[config.mk]
export PLATFORM = sky130hd
export DESIGN_NAME = pow2_stage_counter
export DESIGN_NICKNAME = d
export VERILOG_FILES = /design/src/rtl/spectrum_pkg.sv /design/src/rtl/start_edge_det.sv /design/src/rtl/pow2_stage_counter.sv
export SDC_FILE = /design/constraint.sdc
export NUM_CORES = 1
export LEC_CHECK = 0
export CORE_MARGIN = 3
export CORE_UTILIZATION = 39
export DETAILED_ROUTE_END_ITERATION = 7
export PLACE_DENSITY_LB_ADDON = 0.2
export REMOVE_ABC_BUFFERS = 1
export SLEW_MARGIN = 15
export SYNTH_ARGS = -nofsm -noshare
export SYNTH_HDL_FRONTEND = slang
export SYNTH_HIERARCHICAL = 1
export SYNTH_SLANG_ARGS = --single-unit
[constraint.sdc]
create_clock -name Clk -period 1.5 [get_ports Clk]
set_clock_uncertainty 0.15 [all_clocks]
set_input_delay 0.45 -clock Clk [delete_from_list [all_inputs] [get_ports Clk]]
set_output_delay 0.45 -clock Clk [all_outputs]
set_load 0.005 [all_outputs]
[src/rtl/spectrum_pkg.sv]
// Shared definitions for the spectrum analyser sequencing logic:
// state encoding and the default counter width used by the FFT stage control.
package spectrum_pkg;

    localparam logic ST_IDLE = 1'b0;
    localparam logic ST_RUN  = 1'b1;

    // Default sequencing width, shared with the FFT stage control.
    localparam int DEFAULT_WIDTH = 9;

    typedef enum logic {
        IDLE = ST_IDLE,
        RUN  = ST_RUN
    } state_e;

endpackage

[src/rtl/start_edge_det.sv]
// Registered rising-edge detector for the start request.
// The history flop updates every cycle, so a level held high yields one pulse.
module start_edge_det (
    input  logic clk,
    input  logic reset_n,
    input  logic din,
    output logic rise
);

    logic din_q;
    logic din_d;

    // Next history value is simply the current input.
    always_comb begin
        din_d = din;
    end

    // History register, cleared by the synchronous active-low reset.
    always_ff @(posedge clk) begin
        if (!reset_n) begin
            din_q <= 1'b0;
        end else begin
            din_q <= din_d;
        end
    end

    assign rise = din & ~din_q;

endmodule

[src/rtl/pow2_stage_counter.sv]
// Power-of-two stage counter: WIDTH-bit up-counter with start/stop/en control,
// one-shot or continuous mode, registered power-of-two boundary strobes (md)
// and a done strobe on the terminal advance.
module pow2_stage_counter
    import spectrum_pkg::*;
#(
    parameter int WIDTH      = DEFAULT_WIDTH,
    parameter int START_EDGE = 1
) (
    input  logic             Clk,
    input  logic             reset_n,
    input  logic             start,
    input  logic             stop,
    input  logic             en,
    input  logic             cont,
    output logic [WIDTH-1:0] count,
    output logic [WIDTH-1:0] md,
    output logic             busy,
    output logic             done
);

    state_e           state_q;
    state_e           state_d;
    logic [WIDTH-1:0] count_q;
    logic [WIDTH-1:0] count_d;
    logic [WIDTH-1:0] md_q;
    logic [WIDTH-1:0] md_d;
    logic             done_q;
    logic             done_d;

    logic [WIDTH-1:0] md_hit;
    logic             start_rise;
    logic             trig;
    logic             terminal;

    start_edge_det u_start_edge_det (
        .clk     (Clk),
        .reset_n (reset_n),
        .din     (start),
        .rise    (start_rise)
    );

    // Level-sensitive builds ignore the edge detector and use start directly.
    assign trig = (START_EDGE != 0) ? start_rise : start;

    // md[k] is armed when the low k+1 count bits are all ones: the next
    // advance closes a 2**(k+1)-advance block.
    for (genvar k = 0; k < WIDTH; k++) begin : g_md
        assign md_hit[k] = &count_q[k:0];
    end

    assign terminal = md_hit[WIDTH-1];

    // Next-state, next-count and strobe computation; stop overrides everything.
    always_comb begin
        state_d = state_q;
        count_d = count_q;
        md_d    = '0;
        done_d  = 1'b0;
        if (stop) begin
            state_d = IDLE;
            count_d = '0;
        end else begin
            case (state_q)
                IDLE: begin
                    count_d = '0;
                    if (trig) begin
                        state_d = RUN;
                    end
                end
                RUN: begin
                    if (en) begin
                        count_d = count_q + WIDTH'(1);
                        md_d    = md_hit;
                        done_d  = terminal;
                        if (terminal && !cont) begin
                            state_d = IDLE;
                        end
                    end
                end
                default: begin
                    state_d = IDLE;
                    count_d = '0;
                end
            endcase
        end
    end

    // State, counter and strobe registers with synchronous active-low reset.
    always_ff @(posedge Clk) begin
        if (!reset_n) begin
            state_q <= IDLE;
            count_q <= '0;
            md_q    <= '0;
            done_q  <= 1'b0;
        end else begin
            state_q <= state_d;
            count_q <= count_d;
            md_q    <= md_d;
            done_q  <= done_d;
        end
    end

    assign count = count_q;
    assign md    = md_q;
    assign busy  = (state_q == RUN);
    assign done  = done_q;

endmodule

==> impl_metrics.json <==
{
  "post-place-ws_ns": -0.3925,
  "critPathMaxFanout": 4,
  "syn_avg_cell_area_sq_um": 10.36,
  "antenna_found_initial": 0,
  "rsz0062_at_grt": "true",
  "cts_max_path_buffers": 2,
  "grt_pass1_wl_microns": 3256,
  "die_area_sq_mm": 0.002535,
  "insertion_delay_ns": 0.29,
  "clock-root-buffer": "clkbuf_4",
  "arrival_ns": 1.62,
  "synth_compound_area_share_pct": 4.568,
  "grt_start_max_net_pins": 12,
  "tritoncts": "yes",
  "fin_ws_ns": -0.07809,
  "area_growth_pct": 70.64,
  "synth_warnings": 6,
  "wl_per_cell_microns": 12.92,
  "diodes": 0,
  "grt_overflow_total": 0,
  "powerDensity_mw_per_mm2": 684.9,
  "fin_crit_sh_pct": 105.2,
  "hold_viol_final": 0,
  "utilization_pct": 73.40,
  "die_w_microns": 50.35,
  "numCtsBuffers": 3,
  "regArea_sq_um": 414.1,
  "hpwlAfterDp_microns": 1314,
  "min_period_ns": 1.578,
  "startpoint_type": "register",
  "synth_xor_area_share_pct": 2.284,
  "htreeDepth": 1,
  "cts.sinks": 20,
  "required_ns": 1.55,
  "numPortBuffers": 25,
  "relSlewSlack_pct": 84.06,
  "ys_seq_elements": 20,
  "synth_top_family_by_area": "simple AND/OR/NAND/NOR gates",
  "cap_viol_max_count": 0,
  "reg2reg_depth": 7,
  "synthesis.area_sq_um": 767.0,
  "clk_pin_slew_worst_paths_ns": 0.11,
  "setup_viol": 2,
  "grt_use_total_pct": 16.94,
  "hold_path.class": "register to register",
  "max_freq_ghz": 0.6337,
  "initial_core_util_pct": 43.02,
  "end_kind": "register",
  "synthMuxAreaShare_pct": 5.220,
  "drt-pass1-iter-count": 4,
  "grt_pass1_vias": 717,
  "first_iter_violations": 10,
  "drv_slew": 0,
  "synth_cells": 74,
  "die_h_microns": 50.35,
  "drive_gt1_share_pct": 39.84,
  "route.vias.total": 742,
  "num_rows": 15,
  "crit_type": "register to register",
  "whs_path_depth": 3,
  "multiInputGateArea_sq_um": 366.6,
  "worst_pin_slew_ns": 0.2369,
  "yosys.area_share.adder_pct": 6.525,
  "leakagePower_uw": 0.0006182,
  "outcome": "finished with violations",
  "place_congestion": 0.7588,
  "drc": 0,
  "antenna_left": 0,
  "yosysUniqueCellTypes": 25,
  "violations": "setup timing",
  "fillerInstances": 131,
  "core_area_sq_mm": 0.001783,
  "vias_per_cell": 4.850,
  "io_pins": 26,
  "layout.nets": 139,
  "yosys.area_share.simple_pct": 25.61,
  "vdd_ir_drop_max_mv": 0.5214,
  "routed_wl_microns": 1977,
  "yosysSeqAreaShare_pct": 52.20
}
==> cells by family (layout without fill, tap and decap cells) <==
family / count (synthesis) / in the layout
adder cells (fa/ha/maj): 4 / 4
multiplexers: 4 / 4
AO/OA/AOI/OAI: 7 / 7
buffers and inverters: 5 / 59
flip-flops: 20 / 20
AND/OR/NAND/NOR: 32 / 32
XOR/XNOR: 2 / 2
==> cells in the final DEF (no fill, tap or decap), types with 2 or more instances in the layout <==
| cell | n |
|---|---|
| buf_4 | 26 |
| clkdlybuf4s15_1 | 12 |
| dfxtp_2 | 11 |
| dfxtp_1 | 9 |
| dlygate4sd2_1 | 8 |
| nor2_1 | 7 |
| and3_1 | 6 |
| mux2i_1 | 4 |
| clkdlybuf4s50_1 | 4 |
| o21ai_0 | 3 |
| or3_1 | 3 |
| a21oi_1 | 3 |
| clkbuf_4 | 3 |
| inv_1 | 2 |
| nand4b_1 | 2 |
| ha_1 | 2 |
| buf_6 | 2 |
==> Yosys cell counts (all sizes together) <==
cell | instances | share of area [%]
a21oi | 3 | 2.0
and2 | 1 | 0.82
and3 | 6 | 4.9
and3b | 1 | 1.1
buf | 3 | 2.6
dfxtp | 20 | 52
ha | 4 | 6.5
inv | 2 | 0.98
mux2i | 4 | 5.2
nand2 | 2 | 0.98
nand3 | 2 | 1.3
nand3b | 1 | 0.98
nand4 | 2 | 2.4
nand4b | 2 | 2.3
nor2 | 7 | 3.4
nor2b | 1 | 1.8
nor3 | 2 | 1.3
nor3b | 1 | 0.98
nor4 | 1 | 0.82
o21ai | 4 | 2.6
or3 | 3 | 2.4
xnor2 | 1 | 1.1
xor2 | 1 | 1.1
==> worst paths after layout <==
check | slack, ns | endpoint | startpoint
worst max register to register | -0.08 | count[8]$_SDFFE_PP0P_ | count[0]$_SDFFE_PP0P_
worst max-delay path | -0.08 | count[8]$_SDFFE_PP0P_ | count[0]$_SDFFE_PP0P_
worst min-delay path | 0.46 | count[1]$_SDFFE_PP0P_ | count[1]$_SDFFE_PP0P_
worst min register to register | 0.46 | count[1]$_SDFFE_PP0P_ | count[1]$_SDFFE_PP0P_
==> per-layer routing <==
metal / vias up / part of all wire (%) / GRT usage, %
met5: - / 0 / 0
met3: 4 / 4.8 / 3.264
met1: 350 / 42 / 19.30
li1: 368 / - / -
met2: 20 / 52 / 31.30
met4: 0 / 1.7 / 5.381
==> area by class of cell <==
| cell class | instances | area share (%) |
|---|---|---|
| sequential | 20 | 31.64 |
| tap | 25 | 2.390 |
| inverter | 2 | 0.5736 |
| timing repair buffer | 53 | 34.61 |
| multi-input combinational | 49 | 28.01 |
| clock buffer | 4 | 2.772 |
==> metrics by stage <==
step                setup TNS [ns]  instances  total power (uW)  hold WS (ns)  area [sq um]
finish                     -0.1032        153             896.3        0.4561          1309
CTS                        -0.1834        152             896.5        0.4668          1286
global route               -0.4350        153             945.6        0.4979          1309
global placement            -3.830        139             597.5        0.3357          1164
detailed placement          -4.320        139             598.4        0.3526          1164
floorplan                 -0.06750         71             561.2        0.3230         747.0
==> registers in the layout, indices dropped and copies added (netlist names) <==
name	flops
md	9
count	9
busy	1
u_start_edge_det/din_q	1
==> worst max-delay path: stages, from the launching register on <==
cell and delay (ns):
dfxtp_2 0.36, buf_6 0.10, ha_4 0.14, nand2_2 0.06
nor3_2 0.18, ha_2 0.29, mux2i_1 0.13, nor2_1 0.06
==> report_power, final <==
part / switching, uW / leakage [uW] / internal, uW / total [uW]
Clock: 161 / 0.0000210 / 148 / 309
Combinational: 19.9 / 0.000430 / 31.8 / 51.7
Sequential: 1.93 / 0.000167 / 534 / 536
Total: 183 / 0.000618 / 713 / 896
==> timing repair <==
action | 4_1_cts | 5_1_grt
pin swaps | 4 | 3
setup endpoints to repair | 28 | 23
buffers inserted | 9 | 1
gates resized for setup | 41 | 14
hold buffers | 0 | 0
Note: power is estimated with default switching activity, not from simulation.
